## config.mk

```make
export PLATFORM = sky130hd
export DESIGN_NAME = multi_writer_reg_flat
export DESIGN_NICKNAME = d
export VERILOG_FILES = /design/src/rtl/mwr_pkg.sv /design/src/rtl/multi_writer_reg_if.sv /design/src/rtl/mwr_arb.sv /design/src/rtl/multi_writer_reg.sv /design/src/flat_wrapper.sv
export SDC_FILE = /design/constraint.sdc
export NUM_CORES = 1
export LEC_CHECK = 0
export BUFFER_PORTS_ARGS = -buffer_cell sky130_fd_sc_hd__buf_4
export CAP_MARGIN = 20
export CORE_ASPECT_RATIO = 1.5
export CORE_MARGIN = 5
export CORE_UTILIZATION = 51
export CTS_CLUSTER_SIZE = 40
export DETAILED_ROUTE_END_ITERATION = 12
export PLACE_DENSITY = 0.77
export SLEW_MARGIN = 40
export SYNTH_ARGS = -nofsm -noshare
export SYNTH_HDL_FRONTEND = slang
export SYNTH_SLANG_ARGS = --single-unit
```

## constraint.sdc

```tcl
create_clock -name clk -period 2.52 [get_ports clk]
set_clock_uncertainty 0.15 [all_clocks]
set_input_delay 0.126 -clock clk [delete_from_list [all_inputs] [get_ports clk]]
set_output_delay 0.126 -clock clk [all_outputs]
set_load 0.01 [all_outputs]
```

## src/rtl/mwr_pkg.sv

```systemverilog
// Shared constants and helpers for the multi-writer register and its arbiter.
package mwr_pkg;

    localparam int MODE_FIXED = 0;
    localparam int MODE_RR    = 1;

    // Round-robin pointer width; a single bit even when NW would need fewer.
    function automatic int ptr_width(input int nw);
        return (nw > 1) ? $clog2(nw) : 1;
    endfunction

endpackage

```

## src/rtl/multi_writer_reg_if.sv

```systemverilog
// Write-port bundle and registered status of one multi-writer register.
interface multi_writer_reg_if #(
    parameter int NW = 3,
    parameter int W  = 8,
    parameter int CW = 8
);

    logic              clr;
    logic              cnt_clr;
    logic [NW-1:0]     wr_en;
    logic [NW*W-1:0]   wr_data;
    logic [W-1:0]      q;
    logic [NW-1:0]     grant;
    logic              conflict;
    logic              conflict_mismatch;
    logic [CW-1:0]     conflict_cnt;

    modport master (
        output clr, cnt_clr, wr_en, wr_data,
        input  q, grant, conflict, conflict_mismatch, conflict_cnt
    );

    modport slave (
        input  clr, cnt_clr, wr_en, wr_data,
        output q, grant, conflict, conflict_mismatch, conflict_cnt
    );

endinterface

```

## src/rtl/mwr_arb.sv

```systemverilog
// Single-cycle arbiter: fixed priority from index 0, or round-robin from ptr.
module mwr_arb
    import mwr_pkg::*;
#(
    parameter  int NW   = 3,
    parameter  int MODE = MODE_FIXED,
    localparam int PW   = ptr_width(NW)
) (
    input  logic [NW-1:0] req,
    input  logic [PW-1:0] ptr,
    output logic [NW-1:0] gnt,
    output logic [PW-1:0] gnt_idx,
    output logic          any
);

    logic [PW-1:0] start;
    logic          found;
    int            idx;

    assign start = (MODE == MODE_RR) ? ptr : '0;
    assign any   = |req;

    // NOTE: every variable gets a default before the loop so no path leaves it unassigned (no latch).
    always_comb begin
        gnt     = '0;
        gnt_idx = '0;
        found   = 1'b0;
        idx     = 0;
        for (int off = 0; off < NW; off++) begin
            idx = (int'(start) + off) % NW;
            if (!found && req[idx]) begin
                found    = 1'b1;
                gnt[idx] = 1'b1;
                gnt_idx  = PW'(idx);
            end
        end
    end

endmodule

```

## src/rtl/multi_writer_reg.sv

```systemverilog
// One register shared by NW writers, with deterministic arbitration and conflict tracking.
module multi_writer_reg
    import mwr_pkg::*;
#(
    parameter int           NW      = 3,
    parameter int           W       = 8,
    parameter int           MODE    = MODE_FIXED,
    parameter logic [W-1:0] RST_VAL = '0,
    parameter int           CW      = 8
) (
    input logic               clk,
    input logic               rst_n,
    multi_writer_reg_if.slave bus
);

    localparam int PW = ptr_width(NW);

    logic [PW-1:0] ptr, gnt_idx;
    logic [NW-1:0] gnt;
    logic          any, multi, diff, mm_next;
    logic [W-1:0]  win_data;

    logic [W-1:0]  q_r;
    logic [NW-1:0] grant_r;
    logic          conflict_r, mismatch_r;
    logic [CW-1:0] cnt_r;

    mwr_arb #(.NW(NW), .MODE(MODE)) u_arb (
        .req    (bus.wr_en),
        .ptr    (ptr),
        .gnt    (gnt),
        .gnt_idx(gnt_idx),
        .any    (any)
    );

    // A mismatch is any requester whose data differs from what actually lands in q.
    always_comb begin
        win_data = bus.wr_data[int'(gnt_idx)*W +: W];
        multi    = (bus.wr_en & (bus.wr_en - NW'(1))) != '0;
        diff     = 1'b0;
        for (int i = 0; i < NW; i++) begin
            if (bus.wr_en[i] && (bus.wr_data[i*W +: W] != win_data)) diff = 1'b1;
        end
        mm_next = !bus.clr && multi && diff;
    end

    // NOTE: sequential state uses non-blocking assignments so every flop samples pre-edge values.
    always_ff @(posedge clk or negedge rst_n) begin
        if (!rst_n) begin
            q_r        <= RST_VAL;
            grant_r    <= '0;
            conflict_r <= 1'b0;
            mismatch_r <= 1'b0;
            ptr        <= '0;
        end else if (bus.clr) begin
            q_r        <= RST_VAL;
            grant_r    <= '0;
            conflict_r <= 1'b0;
            mismatch_r <= 1'b0;
        end else begin
            grant_r    <= gnt;
            conflict_r <= multi;
            mismatch_r <= mm_next;
            if (any) q_r <= win_data;
            if (MODE == MODE_RR && any) begin
                ptr <= (gnt_idx == PW'(NW - 1)) ? '0 : gnt_idx + 1'b1;
            end
        end
    end

    // Counter advances on the same edge that raises conflict_mismatch; cnt_clr wins.
    always_ff @(posedge clk or negedge rst_n) begin
        if (!rst_n) begin
            cnt_r <= '0;
        end else if (bus.cnt_clr) begin
            cnt_r <= '0;
        end else if (mm_next && (cnt_r != '1)) begin
            cnt_r <= cnt_r + 1'b1;
        end
    end

    assign bus.q                 = q_r;
    assign bus.grant             = grant_r;
    assign bus.conflict          = conflict_r;
    assign bus.conflict_mismatch = mismatch_r;
    assign bus.conflict_cnt      = cnt_r;

endmodule
```

## src/flat_wrapper.sv

```systemverilog
// flat-port wrapper written by rule: the top's interface ports become plain ports
module multi_writer_reg_flat import mwr_pkg::*;
#(
    parameter int           NW      = 3,
    parameter int           W       = 8,
    parameter int           MODE    = MODE_FIXED,
    parameter logic [W-1:0] RST_VAL = '0,
    parameter int           CW      = 8
)
  (clk, rst_n, bus_clr, bus_cnt_clr, bus_wr_en, bus_wr_data, bus_q, bus_grant, bus_conflict, bus_conflict_mismatch, bus_conflict_cnt);
  multi_writer_reg_if #(.NW(NW), .W(W), .CW(CW)) bus_i ();
  input logic clk;
  input logic rst_n;
  input wire logic [$bits(bus_i.clr)-1:0] bus_clr;
  input wire logic [$bits(bus_i.cnt_clr)-1:0] bus_cnt_clr;
  input wire logic [$bits(bus_i.wr_en)-1:0] bus_wr_en;
  input wire logic [$bits(bus_i.wr_data)-1:0] bus_wr_data;
  output wire logic [$bits(bus_i.q)-1:0] bus_q;
  output wire logic [$bits(bus_i.grant)-1:0] bus_grant;
  output wire logic [$bits(bus_i.conflict)-1:0] bus_conflict;
  output wire logic [$bits(bus_i.conflict_mismatch)-1:0] bus_conflict_mismatch;
  output wire logic [$bits(bus_i.conflict_cnt)-1:0] bus_conflict_cnt;
  assign bus_i.clr = bus_clr;
  assign bus_i.cnt_clr = bus_cnt_clr;
  assign bus_i.wr_en = bus_wr_en;
  assign bus_i.wr_data = bus_wr_data;
  assign bus_q = bus_i.q;
  assign bus_grant = bus_i.grant;
  assign bus_conflict = bus_i.conflict;
  assign bus_conflict_mismatch = bus_i.conflict_mismatch;
  assign bus_conflict_cnt = bus_i.conflict_cnt;
  multi_writer_reg #(.NW(NW), .W(W), .MODE(MODE), .RST_VAL(RST_VAL), .CW(CW)) u_core (.clk(clk), .rst_n(rst_n), .bus(bus_i));
endmodule
```

==> results.yml, run 1 <==
synth:
  synth_top_cells_by_area: "dfrtp_1 (33%), xor2_1 (7.7%), nor2_1 (6.3%), a221oi_1 (5.5%), nand2_1 (4.2%)"
  syn-instance-count: 190
  synthesis.area_mm2: 0.00160
  synth_largest_type_area_fraction_pct: 32.9
  synth_top_area_cell: "dfrtp_1"
  synth_nets: 222
  synth_enable_flop_cells: 0
  ys_async_rst_share_pct: 100
  synth_warnings: 0
  synth_sequential_area_ratio_pct: 32.9
  yosysUniqueCellTypes: 39
  postSynthAreaPerCell_um2: 8.40
  dominantRegCellSynth: "dfrtp_1"
  number_of_storage_elements_in_the_synthesis_netlist: 21
sta:
  clock.fmax_ghz: 0.494
  finalSetupViolCount: 0
  setup-tns-final_ns: 0
  max_slew.worst_pin.slew_ns: 0.461
  timing.final.max_slew_violations: 0
  timing.max_slew.rel_slack_pct: 69.1
  final.period_utilization_pct: 80.3
  hold_viol_final: 0
  rsz_0062_raised_after_global_routing: "false"
  period_needed_ns: 2.02
worst_hold_path:
  hold-path-cell-count: 3
  worst_hold_path_type: "input pin to flop"
  hp-start: "bus_wr_data[2]"
  worstHoldEndpoint: "u_core.bus.q[2]$_DFFE_PN0P_"
cells_and_area:
  drive_above_1_share_pct: 25.7
  final_cell_mix: "buf_4 (51), nor2_1 (27), dfrtp_1 (21), nand2_1 (18), xor2_1 (14)"
  finalCoreUtilization_pct: 66.2
  final_nets: 270
  mostFrequentLayoutCell: "buf_4"
  n_antenna_cell: 0
  synthToLayoutAreaGrowth_pct: 28.4
placement:
  placement.io_buffers: 51
  hpwlAfterDp_mm: 2.97
  place.gp.congestion: 0.973
critical_path:
  setup.worst_path.class: "flop to flop"
  worst-r2r-setup-slack_ns: 0.50
  critPathLaunchType: "flop"
  worst_setup_path_end_kind: "flop"
  r2r-start: "u_core.bus.conflict_cnt[0]$_DFFE_PN0P_"
  worst-endpoint-required_ns: 2.51
  reg2reg_to: "u_core.bus.conflict_cnt[5]$_DFFE_PN0P_"
  worst_ep_arrival_time_ns: 2.02
  ff2ff_path_depth: 6
  crit_path_max_fanout: 6
clocking:
  insertion_delay_ns: 0.26
  post_cts_sizing: 0
  numClockSinks: 21
  cts_made_buffers: 3
  postCtsSetupBuffers: 0
  clockBufferDepth: 2
  cts_root_buf: "clkbuf_8"
  cts_max_level: 1
  cts_tree: "done"
  clk_pin_slew_ns: 0.08
grt:
  antenna_found_initial: 0
  grt_overflow_total: 0
  grt_pass1_vias: 1465
  grt_first_pass_wirelength_mm: 6.70
  pin_count_of_the_biggest_net_entering_global_routing: 28
  global_route.usage.total_pct: 18.9
routing:
  finalWirelength_mm: 4.00
  detail_route.drc_violations: 0
  drt-vias-per-instance: 5.57
  detail_route.first_pass.iterations: 4
  initialDrtViolationCount: 36
  wl_per_cell_um: 14.5
  ant_nets: 0
  detailroute.via_count: 1543
floorplan:
  placementRows: 25
  die_h_um: 78.5
  floorplan.initialDensity_pct: 51.6
  die_footprint_mm2: 0.00437
  floorplan.die.width_um: 55.7
  design.portCount: 52
  placeableCoreArea_mm2: 0.00310
outcome:
  result_of_the_run: "complete, no violations"
power_and_ir_drop:
  peakVddDrop_mv: 0.343
  power.density_cell_area_mw_per_mm2: 398
  p_leak_nw: 0.991
job:
  max_cap_violations: 0
[kinds of logic after synthesis]
kind of cell | synth area share, %
AND/OR/NAND/NOR | 20.2
XOR/XNOR | 9.87
buffers and inverters | 6.27
multiplexers | 4.86
AO/OA/AOI/OAI | 25.1
flip-flops | 32.9
adder cells (fa/ha/maj) | 0.784
[cells in the mapped netlist, drive strengths merged, types with 2 or more instances]
library cell,number
xnor2,4
nand3,5
o22ai,4
o22a,2
a21oi,13
buf,4
nor4,3
a22o,2
a21o,2
inv,13
a211oi,4
a31oi,2
xor2,14
nand2,18
mux2,6
nor2,27
nand2b,3
a221oi,10
o211ai,2
nor2b,7
and3,3
o31ai,2
dfrtp,21
clkbuf,6
nor3,3
[power breakdown]
part / total, mW / switching (mW) / leakage [nW] / internal, mW
Combinational: 0.239 / 0.129 / 0.684 / 0.110
Sequential: 0.360 / 0.00835 / 0.282 / 0.351
Clock: 0.218 / 0.108 / 0.0255 / 0.110
Total: 0.817 / 0.245 / 0.991 / 0.571
[final cells by class]
type                       count  area (µm²)
inverter                      13        48.8
clock inverter                 1        5.00
fill                         268        1050
tap                           40        50.0
clock buffer                   3        41.3
timing repair buffer          53         403
sequential                    21         526
multi-input combinational    146         976
[repair_timing]
action / 4_1_cts / 5_1_grt
setup endpoints to repair: 0 / 0
hold endpoints to repair: 31 / 0
hold buffers: 2 / 0
[worst max path at each step]
| stage | from | to | slack, ns | cells past startpoint |
|---|---|---|---|---|
| finish | u_core.bus.conflict_cnt[0]$_DFFE_PN0P_ | u_core.bus.conflict_cnt[5]$_DFFE_PN0P_ | 0.50 | 6 |
| global route | u_core.bus.conflict_cnt[0]$_DFFE_PN0P_ | u_core.bus.conflict_cnt[5]$_DFFE_PN0P_ | 0.34 | 6 |
| CTS | u_core.bus.conflict_cnt[0]$_DFFE_PN0P_ | u_core.bus.conflict_cnt[5]$_DFFE_PN0P_ | 0.50 | 6 |
| detailed placement | bus_wr_en[0] | u_core.bus.conflict_cnt[0]$_DFFE_PN0P_ | 0.41 | 7 |
| global placement | bus_wr_en[0] | u_core.bus.conflict_cnt[0]$_DFFE_PN0P_ | 0.45 | 7 |
| floorplan | u_core.bus.conflict_cnt[0]$_DFFE_PN0P_ | u_core.bus.conflict_cnt[5]$_DFFE_PN0P_ | 0.60 | 6 |
[worst max-delay path, stage by stage (launching register included)]
cell and delay (ns):
dfrtp_1 0.44, ha_1 0.25, and3_1 0.22, a31oi_1 0.23
nand3_1 0.10, o22ai_1 0.18, mux2_1 0.34
[through the flow]
step	setup slack [ns]	instances	instance area, µm²	hold slack, ns	power, mW
final	0.496	277	2050	0.0108	0.817
after global routing	0.342	277	2050	0.0275	0.865
after CTS	0.495	277	2040	0.0107	0.827
after detailed placement	0.414	271	1980	-0.124	0.601
after global placement	0.451	271	1980	-0.126	0.601
after floorplan	0.604	190	1600	-0.320	0.498
[layer usage]
metal | part of all wire [%] | vias up | track usage [%]
met5 | 0 | - | 0
met4 | 0.67 | 0 | 7.06
met3 | 5.1 | 2 | 4.61
met2 | 49 | 38 | 30.2
met1 | 45 | 733 | 24.4
li1 | - | 770 | -
[registers in the layout, summed over array words and instances (netlist names)]
| name | count |
|---|---|
| u_core.bus.conflict | 1 |
| u_core.bus.conflict_cnt | 8 |
| u_core.bus.conflict_mismatch | 1 |
| u_core.bus.grant | 3 |
| u_core.bus.q | 8 |
No activity file was read; power rests on OpenSTA's default activity.
==> run 2: changes to the inputs <==
CORE_UTILIZATION = 46   (was 51)
PLACE_DENSITY = 0.73   (was 0.77)
clock period = 1.66 ns   (was 2.52 ns; I/O delays follow)
==> results.yml, run 2 (same netlist as run 1, synthesis figures left out) <==
grt:
  grt_first_pass_wirelength_mm: 7.87
  grt_pass1_vias: 1788
  antenna_found_initial: 0
  global_route.usage.total_pct: 21.1
  pin_count_of_the_biggest_net_entering_global_routing: 22
  grt_overflow_total: 0
worst_hold_path:
  worst_hold_path_type: "input pin to flop"
  hold-path-cell-count: 3
sta:
  max_slew.worst_pin.slew_ns: 0.402
  clock.fmax_ghz: 0.570
  timing.max_slew.rel_slack_pct: 73.0
  hold_viol_final: 0
  finalSetupViolCount: 6
  worst_slack_ns: -0.0950
  timing.final.max_slew_violations: 0
  rsz_0062_raised_after_global_routing: "true"
  final.hold.worst_slack_ns: 0.00348
  final.period_utilization_pct: 106
  period_needed_ns: 1.75
  setup-tns-final_ns: -0.207
placement:
  place.gp.congestion: 0.917
  place_worst_setup_slack_ns: -0.383
  placement.io_buffers: 51
  hpwlAfterDp_mm: 3.53
outcome:
  result_of_the_run: "finished with violations"
  failed_checks: "setup timing"
floorplan:
  die_footprint_mm2: 0.00477
  design.portCount: 52
  floorplan.die.width_um: 58.1
  floorplan.initialDensity_pct: 47.2
  placementRows: 26
  die_h_um: 82.2
  placeableCoreArea_mm2: 0.00338
critical_path:
  worst_ep_arrival_time_ns: 1.77
  critPathLaunchType: "flop"
  worst-endpoint-required_ns: 1.68
  ff2ff_path_depth: 6
  worst_setup_path_end_kind: "flop"
  crit_path_max_fanout: 3
  setup.worst_path.class: "flop to flop"
cells_and_area:
  drive_above_1_share_pct: 46.9
  n_antenna_cell: 0
  synthToLayoutAreaGrowth_pct: 64.0
  seq_area_um2: 526
  finalCoreUtilization_pct: 77.4
  mostFrequentLayoutCell: "buf_4"
  multi_input_area_mm2: 0.00112
  fillers: 224
  final_nets: 323
  final_cell_mix: "buf_4 (96), nor2_1 (27), dfrtp_1 (21), nand2_1 (16)"
power_and_ir_drop:
  pwr-share-comb_pct: 35.5
  power.density_cell_area_mw_per_mm2: 538
  power_switching_mw: 0.447
  share_clk_of_total_power_pct: 25.9
  pwr-share-seq_pct: 38.7
  power.internal_mw: 0.960
  peakVddDrop_mv: 0.468
  p_leak_nw: 1.26
  swShare_pct: 31.8
routing:
  detail_route.drc_violations: 0
  wl_per_cell_um: 14.7
  finalWirelength_mm: 4.87
  detailroute.via_count: 1773
  detail_route.first_pass.iterations: 4
  drt-vias-per-instance: 5.34
  ant_nets: 0
  initialDrtViolationCount: 39
clocking:
  clockBufferDepth: 2
  insertion_delay_ns: 0.27
  cts_made_buffers: 3
  cts_max_level: 1
  clk_pin_slew_ns: 0.09
  cts_tree: "done"
  numClockSinks: 21
  cts_root_buf: "clkbuf_8"
job:
  max_cap_violations: 0
-- run 2: final timing paths --
| path | end | from | slack [ns] |
|---|---|---|---|
| setup / recovery | u_core.bus.conflict_cnt[5]$_DFFE_PN0P_ | u_core.bus.conflict_cnt[1]$_DFFE_PN0P_ | -0.09 |
| hold / removal | u_core.bus.grant[2]$_DFF_PN0_ | bus_clr | 0.003 |
| setup reg to reg | u_core.bus.conflict_cnt[5]$_DFFE_PN0P_ | u_core.bus.conflict_cnt[1]$_DFFE_PN0P_ | -0.09 |
| hold reg to reg | u_core.bus.q[4]$_DFFE_PN0P_ | u_core.bus.q[4]$_DFFE_PN0P_ | 0.39 |
| max in group asynchronous | u_core.bus.q[5]$_DFFE_PN0P_ | rst_n | 1.05 |
| min in group asynchronous | u_core.bus.conflict_cnt[5]$_DFFE_PN0P_ | rst_n | 0.08 |
-- run 2: through the flow --
stage	total power [mW]	cell area, µm²	cells
global placement	0.989	2350	316
floorplan	0.766	1640	190
detailed placement	0.994	2350	316
CTS	1.39	2530	328
global route	1.48	2620	332
finish	1.41	2620	332
-- run 2: cell type report --
type	instances	share of cell area [%]
Inverter	13	1.86
Tap cell	42	2.01
Multi-Input combinational cell	146	42.7
Clock buffer	3	1.58
Clock inverter	1	0.287
Timing Repair Buffer	106	31.5
Sequential cell	21	20.1
-- run 2: critical path, stage by stage, from the launching register on --
cell     delay (ns)
dfrtp_1        0.39
ha_2           0.19
and3_4         0.19
a31oi_4        0.15
nand3_2        0.09
o22ai_2        0.16
mux2_4         0.32
-- run 2: power by group through the flow --
stage	Sequential [mW]	Combinational (mW)	Clock [mW]
2_1_floorplan	0.567	0.199	0
3_3_place_gp	0.554	0.434	0
3_5_place_dp	0.555	0.439	0
4_1_cts	0.545	0.469	0.372
5_1_grt	0.548	0.541	0.391
6_report	0.545	0.499	0.364
-- run 2: timing repair --
action / 4_1_cts / 5_1_grt
hold buffers: 6 / 0
hold endpoints to repair: 26 / 0
resized for setup: 11 / 13
setup buffers: 2 / 5
pin swaps: 12 / 7
setup endpoints to repair: 8 / 8
-- run 2: layer usage --
layer  vias up  track usage [%]  wire [µm]
li1        878                -          -
met1       843             26.6       1980
met2        46             36.4       2530
met3         6             3.11        279
met4         0             7.66         77
met5         -                0          0
==> run 3: changes to the inputs <==
CORE_UTILIZATION = 47   (was 46)
CTS_BUF_LIST = sky130_fd_sc_hd__clkbuf_2 sky130_fd_sc_hd__clkbuf_4 sky130_fd_sc_hd__clkbuf_8   (was default)
PLACE_DENSITY = 0.75   (was 0.73)
==> results.yml, run 3 (same netlist as run 1, synthesis figures left out) <==
cells_and_area:
  synthToLayoutAreaGrowth_pct: 63.2
  n_antenna_cell: 0
  drive_above_1_share_pct: 46.9
  finalNonFillerCells: 330
  finalCoreUtilization_pct: 77.8
  mostFrequentLayoutCell: "buf_4"
  final_nets: 321
  final_cell_mix: "buf_4 (96), nor2_1 (27), dfrtp_1 (21), nand2_1 (17), inv_1 (13)"
placement:
  placedCellCount: 318
  placement.io_buffers: 51
  place.gp.congestion: 0.922
  hpwlAfterDp_mm: 3.57
critical_path:
  crit_path_max_fanout: 3
  critical_path.n_buffers_inverters: 0
  slowest_delay_ns: 0.40
  path_cells: "and3_4 -> and3_4 -> a31oi_4 -> nand3_2 -> o22ai_2 -> mux2_4"
  worst-endpoint-required_ns: 1.67
  setup.worst_path.class: "flop to flop"
  critical-path-top-cell-by-count: "and3_4"
  worst_ep_arrival_time_ns: 1.78
  worst_setup_path_end_kind: "flop"
  crit_family: "simple AND/OR/NAND/NOR gates"
  critPathLaunchType: "flop"
  worst_path_max_delay_cell: "dfrtp_1"
sta:
  period_needed_ns: 1.77
  rsz_0062_raised_after_global_routing: "true"
  max_slew.worst_pin.slew_ns: 0.430
  timing.final.max_slew_violations: 0
  worst_slack_ns: -0.111
  setup-tns-final_ns: -0.446
  final.period_utilization_pct: 107
  final.hold.worst_slack_ns: 0.000225
  finalSetupViolCount: 7
  hold_viol_final: 0
  clock.fmax_ghz: 0.565
  timing.max_slew.rel_slack_pct: 70.6
grt:
  grt_first_pass_wirelength_mm: 7.89
  grt_overflow_total: 0
  grt_pass1_vias: 1736
  antenna_found_initial: 0
  pin_count_of_the_biggest_net_entering_global_routing: 22
  global_route.usage.total_pct: 21.2
clocking:
  clockBufferDepth: 2
  cts_max_level: 1
  cts_root_buf: "clkbuf_8"
  insertion_delay_ns: 0.27
  clk_pin_slew_ns: 0.09
  cts_tree: "done"
  cts_made_buffers: 3
  numClockSinks: 21
routing:
  detailroute.via_count: 1802
  finalWirelength_mm: 5.05
  wl_per_cell_um: 15.3
  ant_nets: 0
  detail_route.first_pass.iterations: 4
  initialDrtViolationCount: 70
  detail_route.drc_violations: 0
  drt-vias-per-instance: 5.46
floorplan:
  placementRows: 26
  floorplan.initialDensity_pct: 47.6
  placeableCoreArea_mm2: 0.00335
  die_footprint_mm2: 0.00469
  floorplan.die.width_um: 57.6
  design.portCount: 52
  die_h_um: 81.4
outcome:
  failed_checks: "setup timing"
  result_of_the_run: "finished with violations"
power_and_ir_drop:
  power.density_cell_area_mw_per_mm2: 533
  peakVddDrop_mv: 0.634
  p_leak_nw: 1.25
worst_hold_path:
  worst_hold_path_type: "input pin to flop"
job:
  max_cap_violations: 0
==> run 3: cell count changes in the layout (fill, tap and decap cells not counted), sizes merged <==
cell / delta
dlygate4sd3: -2
==> run 3: final timing paths <==
kind	from	to	slack, ns	cells after the start
min	bus_wr_en[0]	u_core.bus.q[2]$_DFFE_PN0P_	0.0002	2
max in group asynchronous	rst_n	u_core.bus.q[3]$_DFFE_PN0P_	1.04	2
max	u_core.bus.conflict_cnt[3]$_DFFE_PN0P_	u_core.bus.conflict_cnt[5]$_DFFE_PN0P_	-0.11	6
min in group asynchronous	rst_n	u_core.bus.conflict_cnt[6]$_DFFE_PN0P_	0.08	2
max reg2reg	u_core.bus.conflict_cnt[3]$_DFFE_PN0P_	u_core.bus.conflict_cnt[5]$_DFFE_PN0P_	-0.11	6
min reg2reg	u_core.bus.q[4]$_DFFE_PN0P_	u_core.bus.q[4]$_DFFE_PN0P_	0.40	2
==> run 3: layout make-up <==
type / instances / area, µm²
inverters: 13 / 48.8
repair buffers: 104 / 810
flip-flops and latches: 21 / 526
multi-input cells: 146 / 1120
well taps: 42 / 52.6
fillers: 232 / 744
clock buffers: 3 / 41.3
clock inverters: 1 / 7.51
==> run 3: power by group <==
part	switching, mW	internal (mW)	leakage (nW)
Sequential	0.0116	0.533	0.282
Combinational	0.243	0.252	0.947
Clock	0.180	0.170	0.0217
==> run 3: worst reg2reg max path, stage by stage (launching register included) <==
cell and delay (ns):
dfrtp_1 0.40, and3_4 0.19, and3_4 0.20, a31oi_4 0.14
nand3_2 0.09, o22ai_2 0.18, mux2_4 0.32
==> run 3: stage by stage <==
step	setup WS, ns	cell area [µm²]	total power [mW]
CTS	-0.0981	2500	1.37
finish	-0.111	2610	1.39
floorplan	-0.144	1640	0.766
global placement	-0.422	2360	0.993
detailed placement	-0.402	2360	0.998
global route	-0.161	2610	1.47
==> run 3: metal layers <==
metal | wire length, µm | GRT usage [%]
met1 | 2000 | 26.3
met2 | 2680 | 37.6
met3 | 281 | 2.54
met4 | 92 | 6.73
met5 | 0 | 0
==> run 3: repair_timing <==
item / CTS / global route
endpoints found under the setup margin: 8 / 9
pin swaps: 5 / 10
setup buffers: 3 / 1
endpoints found under the hold margin: 24 / 0
hold buffers: 4 / 0
gates resized for setup: 5 / 19
